[src/rtl/sipo_rx_if.sv]
// sipo_rx_if: serial input and parallel-output handshake bundle for sipo_rx.
interface sipo_rx_if #(parameter int WIDTH = 4);
  logic sin;
  logic sin_valid;
  logic start;
  logic [WIDTH-1:0] dout;
  logic dout_valid;
  logic dout_ready;
  logic busy;
  logic overrun;
  modport master (output sin, sin_valid, start, dout_ready, input dout, dout_valid, busy, overrun);
  modport slave (input sin, sin_valid, start, dout_ready, output dout, dout_valid, busy, overrun);
endinterface

[src/rtl/sipo_rx.sv]
// sipo_rx: MSB-first serial-to-parallel receiver with valid/ready output and overrun pulse.
module sipo_rx #(
  parameter int WIDTH = 4
) (
  input  logic clk,
  input  logic reset,
  sipo_rx_if.slave bus
);
  localparam int CNT_W = $clog2(WIDTH + 1);
  localparam logic [0:0] IDLE = 1'b0;
  localparam logic [0:0] SHIFT = 1'b1;
  logic [0:0] state;
  logic [WIDTH-1:0] sr;
  logic [CNT_W-1:0] cnt;
  logic [WIDTH-1:0] dout_r;
  logic dout_valid_r;
  logic overrun_r;
  logic last;
  logic [WIDTH-1:0] word;
  assign word = {sr[WIDTH-2:0], bus.sin};
  assign last = state == SHIFT && bus.sin_valid && !bus.start && cnt == CNT_W'(WIDTH - 1);
  always_ff @(posedge clk or negedge reset) begin
    if (!reset) begin
      state <= IDLE;
      sr <= '0;
      cnt <= '0;
      dout_r <= '0;
      dout_valid_r <= 1'b0;
      overrun_r <= 1'b0;
    end else begin
      if (bus.sin_valid && bus.start) begin
        state <= SHIFT;
        sr <= {{(WIDTH-1){1'b0}}, bus.sin};
        cnt <= CNT_W'(1);
      end else if (bus.sin_valid && state == SHIFT) begin
        sr <= word;
        cnt <= last ? '0 : cnt + CNT_W'(1);
        state <= last ? IDLE : SHIFT;
      end
      // a completed word is only taken if the register is free or being drained this edge
      overrun_r <= last && dout_valid_r && !bus.dout_ready;
      if (last && (!dout_valid_r || bus.dout_ready)) begin
        dout_r <= word;
        dout_valid_r <= 1'b1;
      end else if (dout_valid_r && bus.dout_ready) begin
        dout_valid_r <= 1'b0;
      end
    end
  end
  assign bus.dout = dout_r;
  assign bus.dout_valid = dout_valid_r;
  assign bus.busy = state == SHIFT;
  assign bus.overrun = overrun_r;
endmodule

[src/flat_wrapper.sv]
// flat-port wrapper written by rule: the top's interface ports become plain ports
module sipo_rx_flat 
#(
  parameter int WIDTH = 4
)
  (clk, reset, bus_sin, bus_sin_valid, bus_start, bus_dout_ready, bus_dout, bus_dout_valid, bus_busy, bus_overrun);
  sipo_rx_if #(.WIDTH(WIDTH)) bus_i ();
  input  logic clk;
  input  logic reset;
  input wire logic [$bits(bus_i.sin)-1:0] bus_sin;
  input wire logic [$bits(bus_i.sin_valid)-1:0] bus_sin_valid;
  input wire logic [$bits(bus_i.start)-1:0] bus_start;
  input wire logic [$bits(bus_i.dout_ready)-1:0] bus_dout_ready;
  output wire logic [$bits(bus_i.dout)-1:0] bus_dout;
  output wire logic [$bits(bus_i.dout_valid)-1:0] bus_dout_valid;
  output wire logic [$bits(bus_i.busy)-1:0] bus_busy;
  output wire logic [$bits(bus_i.overrun)-1:0] bus_overrun;
  assign bus_i.sin = bus_sin;
  assign bus_i.sin_valid = bus_sin_valid;
  assign bus_i.start = bus_start;
  assign bus_i.dout_ready = bus_dout_ready;
  assign bus_dout = bus_i.dout;
  assign bus_dout_valid = bus_i.dout_valid;
  assign bus_busy = bus_i.busy;
  assign bus_overrun = bus_i.overrun;
  sipo_rx #(.WIDTH(WIDTH)) u_core (.clk(clk), .reset(reset), .bus(bus_i));
endmodule
[config.mk]
export PLATFORM = sky130hd
export DESIGN_NAME = sipo_rx_flat
export DESIGN_NICKNAME = d
export VERILOG_FILES = /design/src/rtl/sipo_rx_if.sv /design/src/rtl/sipo_rx.sv /design/src/flat_wrapper.sv
export SDC_FILE = /design/constraint.sdc
export NUM_CORES = 1
export LEC_CHECK = 0
export CORE_ASPECT_RATIO = 0.9
export CORE_MARGIN = 2
export CORE_UTILIZATION = 25
export CTS_BUF_LIST = sky130_fd_sc_hd__clkbuf_16
export CTS_CLUSTER_DIAMETER = 80
export DETAILED_ROUTE_END_ITERATION = 6
export MAX_ROUTING_LAYER = met4
export PLACE_DENSITY = 0.43
export SLEW_MARGIN = 20
export SYNTH_ARGS = -nofsm -noshare
export SYNTH_HDL_FRONTEND = slang
export SYNTH_SLANG_ARGS = --single-unit
export TNS_END_PERCENT = 100
[constraint.sdc]
create_clock -name clk -period 1.8 [get_ports clk]
set_clock_uncertainty 0.1 [all_clocks]
set_input_delay 0.18 -clock clk [delete_from_list [all_inputs] [get_ports clk]]
set_output_delay 0.18 -clock clk [all_outputs]
set_load 0.01 [all_outputs]
**After elaboration in Yosys (flattened, before gate mapping)**

Cells that the tools add are included.

- Memories: 0
- Bits in read-only memories: 0
- Output and inout port bits: 7
- Latch bits: 0
- Input bits: 6
- Bits in registers: 13
- Bits in writable memories: 0

- Equal/unequal tests: 1
- Shift operators: 0
- Add/subtract/negate cells: 1
- Reduce and logical (&&, ||, !) cells: 14
- Divide/modulo/power cells: 0
- Bitwise gates (word level): 0
- Magnitude comparators: 0
- Multiplexer cells: 10
- $mul: 0

Operator list:

| operator | number |
|---|---|
| 3-bit two-way mux | 5 |
| 1-bit logical AND | 8 |
| 1-bit two-way mux | 5 |
| 2-bit nonzero test | 2 |
| 3-bit by 1-bit adder with 3-bit output, second input constant | 1 |
| 3-bit by 2-bit == test with 1-bit output, second input constant | 1 |
| 1-bit zero test | 3 |
| 1-bit logical OR | 1 |

**Logic depth before layout (Yosys ltp)**

Gate-level depths: netlist of run 1.

- Depth after elaboration: 6
- Depth in mapped cells: 4

**Worst setup path after synthesis of run 1**

No wires, ideal clock.

- Path kind: register to register
- Start point: reg u_core.state, in the netlist u_core.bus.busy
- End point: reg u_core.dout_r[0], in the netlist u_core.bus.dout[0]
- Clock period less this slack: 1569 ps
- Cell stages (with the launch flop): 5
- Path slack: 231 ps
- Arrival: 1344 ps
- Library setup time: 125 ps
- Path through: dfrtp_1 > buf_4 > nand2_2 > nor4b_4 > mux2_4

- Longest elaborated chain between the ends: 4

Ends and longest elaborated chain:

| element | RTL line | source |
|---|---|---|
| start: declaration | sipo_rx.sv:12 | `logic [0:0] state;` |
| start signal: assignment | sipo_rx.sv:38 | `state <= last ? IDLE : SHIFT;` |
| 1-bit logical AND (3 in a row) | sipo_rx.sv:21 | `assign last = state == SHIFT && bus.sin_valid && !bus.start && cnt == CNT_W'(WIDTH - 1);` |
| 1-bit logical AND | sipo_rx.sv:42 | `if (last && (!dout_valid_r \|\| bus.dout_ready)) begin` |
| end signal: assignment | sipo_rx.sv:43 | `dout_r <= word;` |
| end: declaration | sipo_rx.sv:15 | `logic [WIDTH-1:0] dout_r;` |

Every way passes these cells.
A chain may end at the register's enable or synchronous reset.

**Worst setup path in the final report of run 1**

- Start point: reg u_core.cnt[0]
- End point: reg u_core.dout_r[2], in the netlist u_core.bus.dout[2]

- Longest elaborated chain between the ends: 3

Ends and longest elaborated chain:

| element | RTL line | source |
|---|---|---|
| start: declaration | sipo_rx.sv:14 | `logic [CNT_W-1:0] cnt;` |
| start signal: assignment | sipo_rx.sv:37 | `cnt <= last ? '0 : cnt + CNT_W'(1);` |
| 3-bit by 2-bit == test with 1-bit output | sipo_rx.sv:21 |  |
| 1-bit logical AND | sipo_rx.sv:21 |  |
| 1-bit logical AND | sipo_rx.sv:42 |  |

Every way passes these cells.

==> results of run 1 <==
## cells by family (layout without fill, tap and decap cells)
kind of cell | Yosys count | in the layout | share of synthesized area, %
DFF | 13 | 13 | 54.4
AOI/OAI and AO/OA | 12 | 12 | 12.1
muxes | 5 | 5 | 11.9
and+or+nand+nor | 13 | 13 | 14.4
adders and majority gates | 1 | 1 | 2.09
buffers and inverters | 6 | 24 | 5.02
## worst max-delay path: stages (launching register included)
cell,delay (ns)
dfrtp_1,0.36
ha_1,0.18
nand2b_1,0.15
nor4b_4,0.23
buf_4,0.18
mux2_4,0.30
## cell usage in the layout, fill, tap and decap left out, drive strengths merged
cell type	instances
clkdlybuf4s50	12
nor2	2
o21a	1
buf	4
o2bb2ai	1
nand2	5
clkbuf	3
or3	1
inv	5
mux2	5
nand2b	2
o21ai	5
dfrtp	13
nor4b	1
o22ai	1
and3	1
a2bb2oi	1
a31oi	1
ha	1
a21oi	2
nand4	1
## routing by layer
| metal | part of all wire (%) | wire length [µm] | vias up |
|---|---|---|---|
| li1 | - | - | 209 |
| met1 | 54 | 613 | 195 |
| met2 | 41 | 466 | 7 |
| met3 | 4.3 | 49 | 2 |
| met4 | 0.70 | 8 | 0 |
| met5 | 0 | 0 | - |
## where the power goes
part / internal [mW] / switching [mW] / total, mW
sequential: 0.384 / 0.0563 / 0.440
clock: 0.293 / 0.119 / 0.411
combinational: 0.239 / 0.170 / 0.408
total: 0.915 / 0.345 / 1.26
## cells in the mapped netlist
| master | count | area share [%] |
|---|---|---|
| o2bb2ai_1 | 1 | 1.5 |
| mux2_2 | 1 | 1.9 |
| ha_1 | 1 | 2.1 |
| dfrtp_1 | 13 | 54 |
| nand2_2 | 1 | 1.0 |
| a2bb2oi_1 | 1 | 1.5 |
| nand4_1 | 1 | 1.0 |
| inv_1 | 4 | 2.5 |
| a21oi_1 | 2 | 1.7 |
| or3_2 | 1 | 1.3 |
| o21a_1 | 1 | 1.3 |
| a31oi_1 | 1 | 1.0 |
| nand2b_1 | 2 | 2.1 |
| and3_2 | 1 | 1.3 |
| nor4b_4 | 1 | 4.0 |
| o21ai_0 | 5 | 4.2 |
| buf_4 | 2 | 2.5 |
| mux2_4 | 4 | 10 |
| nand2_1 | 4 | 2.5 |
| nor2_1 | 2 | 1.3 |
| o22ai_1 | 1 | 1.0 |
## flip-flops by register name, summed over array words and instances (netlist names)
signal	cells
u_core.bus.busy	1
u_core.bus.dout	4
u_core.bus.dout_valid	1
u_core.bus.overrun	1
u_core.cnt	3
u_core.sr	3
## through the flow
step                instance area, µm²  std cells  worst slack, ns  power (mW)  utilization [%]
finish                             846         95            0.176        1.26             38.1
global route                       846         95           0.0952        1.34             38.1
CTS                                846         95            0.165        1.28             38.1
detailed placement                 767         91           0.0732       0.856             34.5
global placement                   767         91           0.0799       0.857             34.5
floorplan                          598         50            0.231       0.676                -
## worst paths after layout
path	startpoint	to	slack, ns	depth (start not counted)
worst min-delay path	reset	u_core.bus.busy	0.23	1
min in group clk	u_core.cnt[2]	u_core.cnt[2]	0.37	1
worst max-delay path	u_core.cnt[0]	u_core.bus.dout[2]	0.18	5
worst min register to register	u_core.cnt[2]	u_core.cnt[2]	0.37	1
worst max register to register	u_core.cnt[0]	u_core.bus.dout[2]	0.18	5
max in group asynchronous	reset	u_core.bus.dout_valid	0.98	1
## final cells by class
type                    instances  share of cell area, %
repair buffers                 16                   17.8
clock buffers                   3                   8.88
inverters                       4                   1.78
clock inverters                 1                  0.444
well taps                      27                   3.99
flip-flops and latches         13                   38.5
multi-input cells              31                   28.7
==> impl_metrics.json, run 1 <==
{
  "outcome": "finished, final reports clean",
  "worstSkewPairLatency_ns": 0.24,
  "antenna_cells": 0,
  "drtPass1Iterations": 3,
  "route.vias.total": 413,
  "seq_area_um2": 325,
  "cts_setup_buffers": 0,
  "area_growth_pct": 41.4,
  "synth_nets": 57,
  "numCtsBuffers": 3,
  "root_buffer": "clkbuf_16",
  "pwr_density_cell_nw_per_um2": 1490,
  "worst_slew_margin_rel_pct": 59.2,
  "path_max_fanout": 5,
  "rows": 16,
  "nets": 76,
  "worstSetupStartpointType": "register",
  "antenna_found_initial": 0,
  "worst_slew_pin_slew_ns": 0.611,
  "place_congestion": 0.695,
  "die-area_um2": 2800,
  "io_buffers": 12,
  "p_leak_nw": 0.392,
  "clk_pin_slew_ns": 0.05,
  "ant_nets": 0,
  "synth-seq-area-share_pct": 54.4,
  "cts_tree": "done",
  "core-area_um2": 2220,
  "io_pins": 13,
  "die_h_um": 50.4,
  "synth_area_um2": 598,
  "clockBufferDepth": 2,
  "wire_per_inst_um": 12.0,
  "ys_warn_count": 0,
  "gr-usage-met1_pct": 11.9,
  "worstPathRequired_ns": 1.82,
  "cap_violations": 0,
  "hold_violations": 0,
  "grt.busiest_layer": "met2",
  "grt_max_degree": 14,
  "setup_tns_ns": 0,
  "yosysUniqueCellTypes": 21,
  "crit_type": "reg -> reg",
  "cts_repair_resize_count": 0,
  "clock_sinks": 13,
  "grt_pass1_vias": 373,
  "grt_util_all_layers_pct": 9.16,
  "max_freq_mhz": 616,
  "grt_remaining_overflow": 0,
  "use_met2_pct": 12.3,
  "drive_gt1_share_pct": 23.5,
  "synth_area_per_cell_um2": 12.0,
  "drc_errors": 0,
  "hold_buffers": 0,
  "arrival_ns": 1.64,
  "drt_wl_total_um": 1140,
  "ir_drop_mv": 0.938,
  "setup_viol": 0,
  "hold_path_class": "in -> async",
  "min_period_ns": 1.62,
  "use_met3_pct": 4.12,
  "drv_slew": 0,
  "ys_ff_latch": 13,
  "multi_input_area_um2": 243,
  "grt_pass1_wl_um": 1860,
  "whs_ns": 0.226,
  "num-fill-cells": 223,
  "die_w_um": 55.6,
  "initial_core_util_pct": 26.9,
  "dp.final_hpwl_um": 850,
  "synthCells": 50,
  "rsz0062_at_grt": "false",
  "vias_per_cell": 4.35,
  "fin_crit_sh_pct": 90.2,
  "drt_iter0_markers": 1,
  "worst_setup_path_end_kind": "register",
  "h-tree-depth": 1
}
Power figures use the tool's default switching activity.
==> inputs of run 2 (changes only) <==
CORE_AREA = 2 2 39 41   (was unset)
CORE_ASPECT_RATIO = unset   (was 0.9)
CORE_MARGIN = unset   (was 2)
CORE_UTILIZATION = unset   (was 25)
DIE_AREA = 0 0 41 43   (was unset)
PLACE_DENSITY = 0.7   (was 0.43)
==> run 2 against run 1 <==
  * Routed wire length down 3.0%
  * Critical path type unchanged
  * Maximum frequency decreased by 3.5%
  * Setup slack worse by 0.059 ns
==> impl_metrics.json, run 2 (synthesized netlist as in run 1, its figures left out) <==
{
  "outcome": "finished, final reports clean",
  "crit_type": "reg -> reg",
  "antenna_found_initial": 0,
  "worst_slew_margin_rel_pct": 62.2,
  "die_h_um": 43,
  "wire_per_inst_um": 12.8,
  "min_period_ns": 1.68,
  "reg2reg_to": "u_core.bus.dout[1]",
  "grt_remaining_overflow": 0,
  "worst_setup_path_end_kind": "register",
  "layout_commonest_cell": "dfrtp_1",
  "hold_buffers": 0,
  "clockBufferDepth": 2,
  "root_buffer": "clkbuf_16",
  "switching_share_pct": 27.3,
  "crit_family": "simple AND/OR/NAND/NOR gates",
  "seqPwrFrac_pct": 34.7,
  "area_growth_pct": 42.1,
  "hold_path_class": "in -> async",
  "max_freq_mhz": 594,
  "max_stage_delay_ns": 0.37,
  "setup_viol": 0,
  "drt_iter0_markers": 9,
  "drt_wl_total_um": 1100,
  "place_congestion": 0.736,
  "ff2ff_path_depth": 5,
  "p_leak_nw": 0.403,
  "fin_crit_sh_pct": 93.5,
  "layout_common_cells": "dfrtp_1 (13), clkdlybuf4s50_1 (12), buf_4 (6)",
  "nets": 78,
  "vias_per_cell": 5.22,
  "grt_pass1_vias": 446,
  "hold_violations": 0,
  "drtPass1Iterations": 4,
  "power_frac_clock_pct": 32.0,
  "worstSetupStartpointType": "register",
  "r2r_start": "u_core.cnt[0]",
  "io_buffers": 12,
  "ant_nets": 0,
  "cts_tree": "done",
  "numCtsBuffers": 3,
  "grt_util_all_layers_pct": 17.2,
  "worst_slew_pin_slew_ns": 0.565,
  "dp.final_hpwl_um": 793,
  "io_pins": 13,
  "die-area_um2": 1760,
  "clock_sinks": 13,
  "grt_pass1_wl_um": 1870,
  "multi_input_area_um2": 245,
  "initial_core_util_pct": 43.2,
  "pwr_density_cell_nw_per_um2": 1500,
  "regToRegSetupSlack_ns": 0.12,
  "rows": 14,
  "crit_chain": "ha_1 > nand2b_2 > nor4b_4 > buf_4 > mux2_4",
  "largest_reg_flops": 4,
  "arrival_ns": 1.71,
  "worstPathRequired_ns": 1.82,
  "crit_buf_inv": 1,
  "p_switching_mw": 0.347,
  "drv_slew": 0,
  "clk_pin_slew_ns": 0.04,
  "rsz0062_at_grt": "false",
  "drc_errors": 0,
  "ir_drop_mv": 0.943,
  "p_int_mw": 0.927,
  "h-tree-depth": 1,
  "num-fill-cells": 115,
  "route.vias.total": 449,
  "setup_tns_ns": 0,
  "grt_max_degree": 14,
  "core-area_um2": 1380,
  "antenna_cells": 0,
  "seq_area_um2": 325,
  "path_max_fanout": 5,
  "die_w_um": 41,
  "crit_path_top_delay_cell": "dfrtp_1",
  "whs_ns": 0.206,
  "cap_violations": 0,
  "drive_gt1_share_pct": 27.1,
  "p_comb_share_pct": 33.3,
  "worstSkewPairLatency_ns": 0.24
}
-- run 2: final cells by class --
type                       instances  area share [%]
sequential                        13            38.3
clock buffer                       3            8.84
clock inverter                     1           0.442
multi-input combinational         31            28.9
inverter                           4            1.77
tap                               16            2.36
timing repair buffer              18            19.4
-- run 2: power groups by stage --
stage	combinational, mW	clock [mW]	sequential [mW]
floorplan	0.217	0	0.459
global placement	0.405	0	0.442
detailed placement	0.414	0	0.446
CTS	0.416	0.414	0.444
global route	0.465	0.427	0.456
finish	0.424	0.407	0.442
-- run 2: how the worst max path moves through the flow --
stage | slack [ns] | from | cells past startpoint | end
final | 0.12 | u_core.cnt[0] | 5 | u_core.bus.dout[1]
after global routing | 0.03 | u_core.cnt[0] | 5 | u_core.bus.dout[0]
after CTS | 0.1 | u_core.cnt[0] | 4 | u_core.bus.dout[3]
after detailed placement | 0.03 | bus_sin_valid | 4 | u_core.bus.dout[3]
after global placement | 0.05 | bus_sin_valid | 4 | u_core.bus.dout[1]
after floorplan | 0.23 | u_core.bus.busy | 4 | u_core.bus.dout[0]
-- run 2: through the flow --
stage | cell area (µm²) | instances | power (mW) | utilization (%) | setup slack, ns
after floorplan | 598 | 50 | 0.676 | - | 0.231
after global placement | 753 | 80 | 0.848 | 54.4 | 0.0492
after detailed placement | 753 | 80 | 0.860 | 54.4 | 0.0272
after CTS | 832 | 84 | 1.27 | 60.1 | 0.0999
after global routing | 850 | 86 | 1.35 | 61.4 | 0.0286
final | 850 | 86 | 1.27 | 61.4 | 0.117
-- run 2: worst register-to-register path, cell delays in order (launching register included) --
cell,delay [ns]
dfrtp_1,0.37
ha_1,0.21
nand2b_2,0.12
nor4b_4,0.29
buf_4,0.18
mux2_4,0.29
-- run 2: repair_timing --
action | 4_1_cts | 5_1_grt
setup buffers | 0 | 2
endpoints found under the setup margin | 0 | 4
gates resized for setup | 0 | 1
-- run 2: layer usage --
| metal | track usage (%) | up-vias | wire length [µm] |
|---|---|---|---|
| met2 | 22.5 | 13 | 520 |
| met4 | 12.0 | 0 | 36 |
| met1 | 22.1 | 216 | 498 |
| li1 | - | 215 | - |
| met5 | - | - | 0 |
| met3 | 4.71 | 5 | 48 |
==> inputs of run 3 (changes only) <==
CORE_AREA = unset   (was 2 2 39 41)
CORE_MARGIN = 2   (was unset)
CORE_UTILIZATION = 45   (was unset)
DIE_AREA = unset   (was 0 0 41 43)
SLEW_MARGIN = 30   (was 20)
==> run 3 against run 2 <==
  * Critical path depth is the same
  * Critical endpoint is now u_core.bus.dout[3]
  * Setup slack got worse by 0.0097 ns
  * Global-route usage up 1.7 points
  * Largest power group unchanged
  * Die area shrank 7.2%
==> impl_metrics.json, run 3 (synthesized netlist as in run 1, its figures left out) <==
{
  "ff2ff_path_depth": 5,
  "ir_drop_mv": 0.931,
  "fin_crit_sh_pct": 94.0,
  "initial_core_util_pct": 47.1,
  "rows": 13,
  "rsz0062_at_grt": "false",
  "worst_slew_margin_rel_pct": 62.6,
  "layout_commonest_cell": "dfrtp_1",
  "worst_setup_path_end_kind": "register",
  "reg2reg_to": "u_core.bus.dout[3]",
  "largest_reg_flops": 4,
  "pwr_density_cell_nw_per_um2": 1510,
  "cts_tree": "done",
  "die_w_um": 40.5,
  "antenna_found_initial": 0,
  "cp-endpoint": "u_core.bus.dout[3]",
  "clk_pin_slew_ns": 0.04,
  "crit_chain": "ha_1 > nand2b_1 > nor4b_4 > buf_4 > mux2_4",
  "seqPwrFrac_pct": 35.3,
  "path_max_fanout": 5,
  "max_freq_mhz": 591,
  "grt_pass1_vias": 430,
  "vias_per_cell": 5.28,
  "core-area_um2": 1270,
  "max_stage_delay_ns": 0.37,
  "route.vias.total": 438,
  "grt_pass1_wl_um": 1860,
  "worstPathRequired_ns": 1.82,
  "clock_sinks": 13,
  "worst_slew_pin_slew_ns": 0.560,
  "worstSkewPairLatency_ns": 0.24,
  "p_switching_mw": 0.342,
  "drv_slew": 0,
  "dp.final_hpwl_um": 829,
  "drc_errors": 0,
  "switching_share_pct": 27.2,
  "setup_tns_ns": 0,
  "io_pins": 13,
  "drt_iter0_markers": 6,
  "grt_remaining_overflow": 0,
  "crit_path_top_delay_cell": "dfrtp_1",
  "place_congestion": 0.867,
  "regToRegSetupSlack_ns": 0.11,
  "min_period_ns": 1.69,
  "crit_type": "reg -> reg",
  "area_growth_pct": 38.9,
  "hold_path_class": "in -> async",
  "startpoint": "u_core.cnt[0]",
  "p_comb_share_pct": 32.6,
  "setup_viol": 0,
  "die-area_um2": 1640,
  "nets": 76,
  "drtPass1Iterations": 4,
  "grt_max_degree": 14,
  "hold_violations": 0,
  "crit_cells": 5,
  "root_buffer": "clkbuf_16",
  "antenna_cells": 0,
  "outcome": "finished, final reports clean",
  "p_leak_nw": 0.392,
  "grt_util_all_layers_pct": 18.8,
  "numCtsBuffers": 3,
  "crit_family": "simple AND/OR/NAND/NOR gates",
  "r2r_start": "u_core.cnt[0]",
  "io_buffers": 12,
  "worstSetupStartpointType": "register",
  "h-tree-depth": 1,
  "ant_nets": 0,
  "power_frac_clock_pct": 32.1,
  "layout_common_cells": "dfrtp_1 (13), clkdlybuf4s50_1 (12), inv_1 (5), o21ai_0 (5)",
  "wire_per_inst_um": 14.1,
  "die_h_um": 40.5,
  "arrival_ns": 1.71,
  "drive_gt1_share_pct": 23.5,
  "clockBufferDepth": 2,
  "cap_violations": 0,
  "crit_buf_inv": 1,
  "postLayoutCoreUtil_pct": 65.5,
  "hold_buffers": 0,
  "drt_wl_total_um": 1170,
  "cts_repair_resize_count": 0,
  "p_int_mw": 0.914
}
[run 3: worst min-delay path by stage]
| stage | depth (start not counted) | from | to | slack, ns |
|---|---|---|---|---|
| global route | 1 | reset | u_core.sr[1] | 0.27 |
| global placement | 1 | u_core.cnt[2] | u_core.cnt[2] | 0.37 |
| floorplan | 0 | reset | u_core.bus.busy | -0.22 |
| CTS | 1 | reset | u_core.bus.dout[1] | 0.23 |
| finish | 1 | reset | u_core.bus.dout[1] | 0.21 |
| detailed placement | 1 | u_core.cnt[2] | u_core.cnt[2] | 0.37 |
[run 3: power groups by stage]
stage,Clock [mW],Sequential (mW),Combinational (mW)
3_5_place_dp,0,0.446,0.408
5_1_grt,0.423,0.455,0.449
4_1_cts,0.407,0.444,0.410
2_1_floorplan,0,0.459,0.217
6_report,0.403,0.444,0.410
3_3_place_gp,0,0.444,0.397
[run 3: repair_timing]
| action | 4_1_cts | 5_1_grt |
|---|---|---|
| setup endpoints to repair | 0 | 1 |
| setup buffers | 0 | 1 |
| endpoints found under the hold margin | 0 | 0 |
[run 3: routing by layer]
layer	wire length, µm	track usage [%]	up-vias
li1	-	-	209
met5	0	-	-
met4	9	10.0	0
met1	543	21.9	217
met2	567	29.4	10
met3	48	5.00	2
[run 3: metrics by stage]
step | hold slack [ns] | setup slack (ns) | cells | total power [mW] | area, µm²
finish | 0.209 | 0.107 | 83 | 1.26 | 831
global route | 0.273 | 0.0212 | 83 | 1.33 | 831
CTS | 0.234 | 0.107 | 82 | 1.26 | 823
detailed placement | 0.375 | 0.0276 | 78 | 0.854 | 744
global placement | 0.366 | 0.0526 | 78 | 0.841 | 744
floorplan | -0.216 | 0.231 | 50 | 0.676 | 598
[run 3: final cells by class]
type,count,area (µm²)
fillers,99,438
flip-flops and latches,13,325
multi-input cells,31,243
repair buffers,16,150
clock buffers,3,75.1
well taps,15,18.8
inverters,4,15.0
clock inverters,1,3.75
[run 3: worst register-to-register path, delay by kind of cell, from the launching register on]
family | cells | cell delay [ns]
AND/OR/NAND/NOR | 2 | 0.44
buffers and inverters | 1 | 0.19
flip-flops | 1 | 0.37
adder cells (fa/ha/maj) | 1 | 0.18
multiplexers | 1 | 0.30
